===== src/rtl/ifetch_pkg.sv =====
// ifetch_pkg: shared types and constants for the instruction fetch unit.
// Revision: 1.0
`default_nettype none

package ifetch_pkg;

    typedef enum logic [1:0] {
        IDLE  = 2'd0,
        RUN   = 2'd1,
        DRAIN = 2'd2
    } state_t;

    localparam int PC_STEP   = 4;
    localparam int FE_ADDR_W = 32;

    typedef struct packed {
        logic [31:0]          instr;
        logic [FE_ADDR_W-1:0] pc;
    } fetch_entry_t;

endpackage

`default_nettype wire


===== src/rtl/ifetch_fifo.sv =====
// ifetch_fifo: synchronous prefetch FIFO; flush has priority over push.
// Revision: 1.0
`default_nettype none

module ifetch_fifo #(
    parameter int DEPTH = 4,
    parameter int WIDTH = 64
) (
    input  logic                     clk,
    input  logic                     rst,
    input  logic                     i_push,
    input  logic [WIDTH-1:0]         i_din,
    input  logic                     i_pop,
    input  logic                     i_flush,
    output logic [WIDTH-1:0]         o_dout,
    output logic [$clog2(DEPTH):0]   o_count,
    output logic                     o_full,
    output logic                     o_empty
);

    localparam int PW = $clog2(DEPTH);

    logic [WIDTH-1:0] r_mem [DEPTH];
    logic [PW-1:0]    r_wr;
    logic [PW-1:0]    r_rd;
    logic [PW:0]      r_count;
    logic             w_do_push;
    logic             w_do_pop;

    assign o_empty   = (r_count == '0);
    assign o_full    = (r_count == (PW+1)'(DEPTH));
    assign o_count   = r_count;
    assign o_dout    = r_mem[r_rd];
    assign w_do_pop  = i_pop && !o_empty;
    // A full FIFO may still accept a word when the head leaves in the same cycle.
    assign w_do_push = i_push && (!o_full || w_do_pop);

    always_ff @(posedge clk or posedge rst) begin
        if (rst) begin
            for (int i = 0; i < DEPTH; i++) begin
                r_mem[i] <= '0;
            end
            r_wr    <= '0;
            r_rd    <= '0;
            r_count <= '0;
        end else if (i_flush) begin
            r_rd    <= r_wr;
            r_count <= '0;
        end else begin
            if (w_do_push) begin
                r_mem[r_wr] <= i_din;
                r_wr        <= r_wr + PW'(1);
            end
            if (w_do_pop) begin
                r_rd <= r_rd + PW'(1);
            end
            case ({w_do_push, w_do_pop})
                2'b10:   r_count <= r_count + (PW+1)'(1);
                2'b01:   r_count <= r_count - (PW+1)'(1);
                default: r_count <= r_count;
            endcase
        end
    end

endmodule

`default_nettype wire


===== src/rtl/ifetch_unit.sv =====
// ifetch_unit: fetch PC, req/gnt/rvalid memory requester and prefetch buffer.
// Revision: 1.0
`default_nettype none

module ifetch_unit
    import ifetch_pkg::*;
#(
    parameter int                ADDR_W     = 32,
    parameter logic [ADDR_W-1:0] RESET_PC   = '0,
    parameter int                FIFO_DEPTH = 4,
    parameter int                MAX_OUT    = 2
) (
    input  logic              clk,
    input  logic              reset,
    input  logic              redirect_valid,
    input  logic [ADDR_W-1:0] redirect_pc,
    output logic              mem_req,
    output logic [ADDR_W-1:0] mem_addr,
    input  logic              mem_gnt,
    input  logic              mem_rvalid,
    input  logic [31:0]       mem_rdata,
    output logic              instr_valid,
    output logic [31:0]       instr,
    output logic [ADDR_W-1:0] instr_pc,
    input  logic              instr_ready
);

    localparam int CNT_W = $clog2(FIFO_DEPTH) + 1;
    localparam int OUT_W = $clog2(MAX_OUT + 1);
    localparam int DW    = 32 + ADDR_W;

    state_t            r_state;
    logic [ADDR_W-1:0] r_fetch_pc;
    logic [ADDR_W-1:0] r_resp_pc;
    logic [OUT_W-1:0]  r_out;
    logic [OUT_W-1:0]  r_disc;

    logic [CNT_W-1:0]  w_count;
    logic              w_full;
    logic              w_empty;
    logic [DW-1:0]     w_head;
    logic              w_grant;
    logic              w_push;
    logic              w_pop;
    logic [OUT_W-1:0]  w_rv;
    logic [OUT_W-1:0]  w_gn;
    logic [OUT_W-1:0]  w_redir_disc;
    logic [ADDR_W-1:0] w_redir_pc;

    // Space is reserved for every in-flight word, so the FIFO never overflows.
    assign mem_req = (r_state == RUN)
                  && ((32'(w_count) + 32'(r_out)) < 32'(FIFO_DEPTH))
                  && (32'(r_out) < 32'(MAX_OUT))
                  && !redirect_valid;
    assign mem_addr     = r_fetch_pc;
    assign w_grant      = mem_req && mem_gnt;
    assign w_rv         = OUT_W'(mem_rvalid);
    assign w_gn         = OUT_W'(w_grant);
    assign w_redir_disc = r_out - w_rv;
    assign w_redir_pc   = {redirect_pc[ADDR_W-1:2], 2'b00};
    assign w_push       = mem_rvalid && (r_disc == '0) && !redirect_valid;
    assign w_pop        = instr_valid && instr_ready && !redirect_valid;

    assign instr_valid = !w_empty;
    assign instr       = w_head[DW-1:ADDR_W];
    assign instr_pc    = w_head[ADDR_W-1:0];

    ifetch_fifo #(
        .DEPTH (FIFO_DEPTH),
        .WIDTH (DW)
    ) u_fifo (
        .clk     (clk),
        .rst     (reset),
        .i_push  (w_push),
        .i_din   ({mem_rdata, r_resp_pc}),
        .i_pop   (w_pop),
        .i_flush (redirect_valid),
        .o_dout  (w_head),
        .o_count (w_count),
        .o_full  (w_full),
        .o_empty (w_empty)
    );

    always_ff @(posedge clk or posedge reset) begin
        if (reset) begin
            r_state    <= IDLE;
            r_fetch_pc <= RESET_PC;
            r_resp_pc  <= RESET_PC;
            r_out      <= '0;
            r_disc     <= '0;
        end else if (redirect_valid) begin
            // Every word still owed by memory belongs to the old stream.
            r_fetch_pc <= w_redir_pc;
            r_resp_pc  <= w_redir_pc;
            r_out      <= w_redir_disc;
            r_disc     <= w_redir_disc;
            r_state    <= (w_redir_disc != '0) ? DRAIN : RUN;
        end else begin
            r_out <= r_out + w_gn - w_rv;
            if (w_grant) begin
                r_fetch_pc <= r_fetch_pc + ADDR_W'(PC_STEP);
            end
            if (w_push) begin
                r_resp_pc <= r_resp_pc + ADDR_W'(PC_STEP);
            end
            if (mem_rvalid && (r_disc != '0)) begin
                r_disc <= r_disc - OUT_W'(1);
            end
            case (r_state)
                IDLE:    r_state <= RUN;
                DRAIN:   if ((r_disc == '0) || ((r_disc == OUT_W'(1)) && mem_rvalid)) r_state <= RUN;
                default: r_state <= r_state;
            endcase
        end
    end

    logic w_unused;
    assign w_unused = w_full;

endmodule

`default_nettype wire

===== config.mk =====
export PLATFORM = sky130hd
export DESIGN_NAME = ifetch_unit
export DESIGN_NICKNAME = d
export VERILOG_FILES = /design/src/rtl/ifetch_pkg.sv /design/src/rtl/ifetch_fifo.sv /design/src/rtl/ifetch_unit.sv
export SDC_FILE = /design/constraint.sdc
export NUM_CORES = 1
export LEC_CHECK = 0
export ABC_AREA = 1
export BUFFER_PORTS_ARGS = -buffer_cell sky130_fd_sc_hd__buf_2
export CORE_MARGIN = 4
export CORE_UTILIZATION = 35
export DETAILED_ROUTE_END_ITERATION = 6
export GPL_ROUTABILITY_DRIVEN = 0
export PLACE_DENSITY = 0.52
export SLEW_MARGIN = 20
export SYNTH_ARGS = -nofsm -noshare
export SYNTH_HDL_FRONTEND = slang
export SYNTH_SLANG_ARGS = --single-unit

===== constraint.sdc =====
create_clock -name clk -period 21.1 [get_ports clk]
set_clock_uncertainty 0.05 [all_clocks]
set_input_delay 1.055 -clock clk [delete_from_list [all_inputs] [get_ports clk]]
set_output_delay 1.055 -clock clk [all_outputs]
set_load 0.1 [all_outputs]

# == After elaboration in Yosys (flattened, before gate mapping) ==
# Cells that the tools add are included.
# totals
out_inout_bits,98
register_bits,333
# classes
reduce_logical,31
addsub,11
n_bitwise,3
n_eq_ne,7
order_cmp,5
mux,21
# ops
op,count
$bwmux 256,1
$mux 64,3
$bmux 64 s2,1
$demux 64 s2,1
$mux 32,4
$add 32x3->32 const B,2
$mux 2,8
$logic_and 1x1->1,13
$reduce_bool 2->1,6
$eq 2x1->1 const B,3
$ge 3x3->1 const B,2
$not 2->3,2
$pmux 3 s2,1
$reduce_bool 3->1,2
$add 2x1->2 const B,2
$add 3x2->4,1
$eq 2x2->1 const B,2
$logic_not 2->1,2
$lt 4x3->1 const B,1
$pmux 2 s2,1
$reduce_and 2->1,2
$sub 2x1->2,2
$add 3x1->3 const B,1
$eq 3x3->1 const B,1
11 further kinds,14

# == Logic depth before layout (Yosys ltp) ==
# depth
word_depth,10
mapped_depth,11

# == Hierarchy ==
# Synthesis repeated with hierarchy kept, for this count alone.
# hier_totals
cells_unflattened,2046
area_unflattened_um2,17038.8
# by_module_without_submodules
mod,area_each_um2,seq_area_each_um2,instances,cells_each
ifetch_fifo,12325.6,6581.3,1,1318
ifetch_unit,4713.3,1651.6,1,728

# == Least setup slack after synthesis ==
# OpenSTA, ideal clock, no wires.
# synth_timing
kind,input-to-output
from,input port redirect_valid
to,output port mem_req
t_required_ns,19.995
arrival_time_ns,3.410
stages,4
setup_slack_ns,16.585
path_buffers,1
cell_sequence,buf_6 -> inv_4 -> nand2_2 -> nor3_1
# synth_between
elab_chain_len,2
# synth_lines
element,line_no,source
"start, declared",ifetch_unit.sv:15,"input logic redirect_valid,"
$logic_not 1->1,ifetch_unit.sv:54,&& !redirect_valid;
$logic_and 1x1->1,ifetch_unit.sv:54,
"end, declared",ifetch_unit.sv:17,"output logic mem_req,"
# Every way passes these cells.

# == Worst setup path in the final report ==
# layout_timing
from,register u_fifo.r_rd[0]
to,output port instr[5]
# layout_between
elab_chain_len,4
# layout_lines
element,line_no,source
"start, declared",ifetch_fifo.sv:25,logic [PW-1:0] r_rd;
"start signal, assigned",ifetch_fifo.sv:47,r_rd <= r_wr;
"start signal, assigned",ifetch_fifo.sv:55,r_rd <= r_rd + PW'(1);
$not 2->3 (implied by the code),ifetch_fifo.sv:33,assign o_dout = r_mem[r_rd];
$bmux 64 s2,ifetch_fifo.sv:33,
$mux 64 (implied by the code) (2 in series),ifetch_fifo.sv:33,
"end, declared",ifetch_unit.sv:23,"output logic [31:0] instr,"
# Every way passes these cells. The select of a mux whose other input is x is not followed.

==> results.md <==
- Critical path type: reg -> out
- Total congestion overflow: 0
- Post-DRT Antenna Nets: 0
- Post-CTS Setup Repair Bufs: 0
- Slew at the pin closest to its max-slew limit: between 1000 and 1500 ps
- Share of cells above drive strength 1: between 20% and 30%
- HPWL after DPL: roughly 28000 microns
- Area grow syn2layout: 13.4%
- Die W: about 230 microns
- Clock Latency Late Sink: between 500 and 600 ps
- Initial Util: 35.6%
- Drt initial violations: around 700
- Final Net Count: slightly below 2000
- Register area: 0.00804 sq mm
- Multi-input gate area: between 0.007 and 0.008 sq mm
- Post-Synth Simple-Gate Area: between 15 and 20%
- DR WL/cell: approximately 18 microns
- Longest Clk Path Bufs: 3
- Overall global routing resource usage: about 18%
- Outcome: complete, no violations
- Max-cap violations: 0
- Endpoint type of the worst setup path: primary output
- Largest family of logic cells by synthesized area: simple AND/OR/NAND/NOR gates
- CP Launch Type: register
- Largest net degree at the start of global routing: roughly 110
- Critical path's most frequent cell: o21ai_0
- Endpoints failing setup: 0
- Post-synthesis compound-gate area fraction: between 10 and 15%
- Buffers plus inverters on the worst setup path: 3
- CTS tree: done
- Root buf cell: clkbuf_16
- I/O pin total: ~170
- Post-CTS Resized: 0
- Final period utilization: ~22%
- Setup TNS: 0 ps
- Max transition margin: 32.8%
- Clock transition at the registers of the reported paths: ~60 ps
- RSZ-0062 raised after global routing: false
- Reg2reg setup slack: 17780 ps
- FP Rows: 79
- Number of fill cells: 4663
- XOR/XNOR Fraction of Synth Area: under 10%
- Slowest-stage cell, CP: buf_4
- Sequential fraction of the synthesis area: between 40% and 50%
- Seq cells post-synth: between 300 and 400
- Worst path required time: approximately 20000 ps
- # H-tree levels: 2
- Die footprint: around 0.05 sq mm
- CP delay by family, top: buffers and inverters
- Mux contribution to synthesized area: about 14%
- CP Max Fanout: 83
- Critical path cell sequence: inv_4, buf_4, o21ai_0, o21ai_0, buf_2
- Ant. Diodes: 0
- Vias per cell: 4.97
- Die Y: between 200 and 250 microns
- DRC: 0
- Synth cell types: 46
- Post-CTS Hold Buffers: 0
- Num CTS Buffers: 40
- Hold Vio Cnt, Final: 0
- Fmax: between 200 and 250 MHz
- Via count: approximately 13000
- Global-route wire length before repair: 71800 microns
- Post-Synth Adder-Cell Area: just over 1%
- Netlist Area Pre-Place: between 0.015 and 0.02 sq mm
- Vias in the first global route: between 10000 and 15000
- Yosys warnings: 0
- Total wire length: about 45000 microns
- Syn Area/Cell: around 9.4 sq um
- Initial antenna violation count: 0
- Clk sink count: about 320
- DRT Pass-1 Iters: 5
- Core footprint: around 0.047 sq mm
- Crit-path max cell delay: around 740 ps
- I/O Buffers: 161
- Crit path DAT: about 3600 ps
- Max-slew violation count: 0
- Post-Synthesis Cells: 1778
- Hold WC Path Type: reg -> reg
- Minimum clock period: approximately 4700 ps
## cells by family (layout without fill, tap and decap cells)
| logic type | after synthesis | after routing |
|---|---|---|
| multiplexers | 167 | 167 |
| other | 1 | 4 |
| XOR/XNOR | 34 | 34 |
| AND/OR/NAND/NOR | 627 | 627 |
| flip-flops | 321 | 321 |
| adder cells (fa/ha/maj) | 13 | 13 |
| buffers and inverters | 238 | 374 |
| AO/OA/AOI/OAI | 377 | 377 |
## area by class of cell
type                            count  share of cell area (%)
Clock buffer                       54                    5.97
Clock inverter                     16                   0.930
Inverter                          131                    2.66
Multi-Input combinational cell   1222                    39.4
Sequential cell                   321                    42.3
Tap cell                          607                    4.00
Timing Repair Buffer              173                    4.74
## flip-flops by register name (all words and copies together), names as in the netlist
register	count
mem_addr	30
r_disc	2
r_out	2
r_resp_pc	30
r_state	2
u_fifo.o_count	3
u_fifo.r_mem	248
u_fifo.r_rd	2
u_fifo.r_wr	2
## per-stage QoR
step / instances / utilization [%] / area, sq um / hold WS (ps) / setup WS [ps]
floorplan: 1781 / - / 16700 / 409 / 11110
global placement: 2454 / 37.6 / 17700 / 417 / 17020
detailed placement: 2454 / 37.6 / 17700 / 424 / 16960
CTS: 2524 / 40.4 / 19000 / 437 / 16420
global route: 2524 / 40.4 / 19000 / 450 / 16090
finish: 2524 / 40.4 / 19000 / 432 / 16410
## final timing paths
| check | depth (start not counted) | endpoint | start |
|---|---|---|---|
| hold / removal | 1 | u_fifo.r_mem[133] | u_fifo.r_mem[133] |
| min in group asynchronous | 2 | u_fifo.o_count[2] | reset |
| max in group asynchronous | 4 | u_fifo.r_mem[175] | reset |
| setup reg to reg | 8 | u_fifo.r_mem[252] | r_disc[0] |
| hold reg to reg | 1 | u_fifo.r_mem[133] | u_fifo.r_mem[133] |
| setup / recovery | 5 | instr[5] | u_fifo.r_rd[0] |
## routing by layer
metal  up-vias  global-route usage [%]  part of all wire (%)
li1       6112                       -                     -
met1      6092                    24.9                    48
met2       290                    27.9                    45
met3        61                    3.28                   4.7
met4         0                    4.32                   2.0
met5         -                       0                     0
## cell usage after synthesis, drive strengths merged
library cell    n  area [sq um]
nand2         357          1370
dfrtp         321          8030
o21ai         234          1170
nor2          191           813
mux2          167          2290
inv           129           487
buf            57           551
nand3          52           265
a21oi          51           255
clkbuf         50           198
o21a           45           338
xor2           29           254
o22ai          26           163
o211ai         13          97.6
ha             12           150
nor3           10          60.1
nand4           9          56.3
nand3b          5          37.5
xnor2           5          43.8
a31oi           4          25.0
clkinv          2          7.51
o21bai          2          15.0
or2             2          12.5
a32oi           1          8.76
conb            1          3.75
fa              1          20.0
nor4            1          6.26
o311ai          1          8.76
## cell usage in the layout, fill, tap and decap left out, types with 2 or more instances in the layout
master | netlist | layout
o21bai_1 | 2 | 2
nor3_1 | 8 | 8
o21a_1 | 45 | 45
inv_4 | 1 | 2
inv_2 | 4 | 4
a21oi_1 | 51 | 51
clkbuf_8 | 0 | 8
nor2_2 | 3 | 3
o21ai_1 | 18 | 18
nand3_1 | 51 | 51
clkinv_2 | 0 | 6
nand4_1 | 9 | 9
nor3_2 | 2 | 2
o22ai_1 | 26 | 26
clkbuf_1 | 42 | 6
inv_6 | 0 | 2
nand3b_1 | 5 | 5
nand2_1 | 352 | 352
buf_2 | 14 | 161
clkinvlp_4 | 0 | 2
clkbuf_16 | 0 | 40
o21ai_0 | 216 | 216
nand2_2 | 4 | 4
mux2_2 | 59 | 59
inv_1 | 124 | 123
ha_1 | 12 | 12
nor2_8 | 5 | 5
buf_4 | 20 | 11
clkinv_4 | 0 | 2
o211ai_1 | 13 | 13
dfrtp_1 | 321 | 320
xnor2_1 | 5 | 5
xor2_1 | 29 | 29
a31oi_1 | 4 | 4
nor2_1 | 182 | 182
conb_1 | 1 | 4
mux2_4 | 108 | 108
bufinv_16 | 0 | 2
## worst reg2reg max path, cell delays in order (launching register included)
cell and delay [ps]:
dfrtp_1 400, inv_1 80, ha_1 180, nand2_2 130, nor2_8 340, nand2_8 180
nor2_8 560, buf_4 850, mux2_2 430
Power is not shown: default switching activity piles up to over one toggle a cycle in this logic, so the estimate is an artifact.
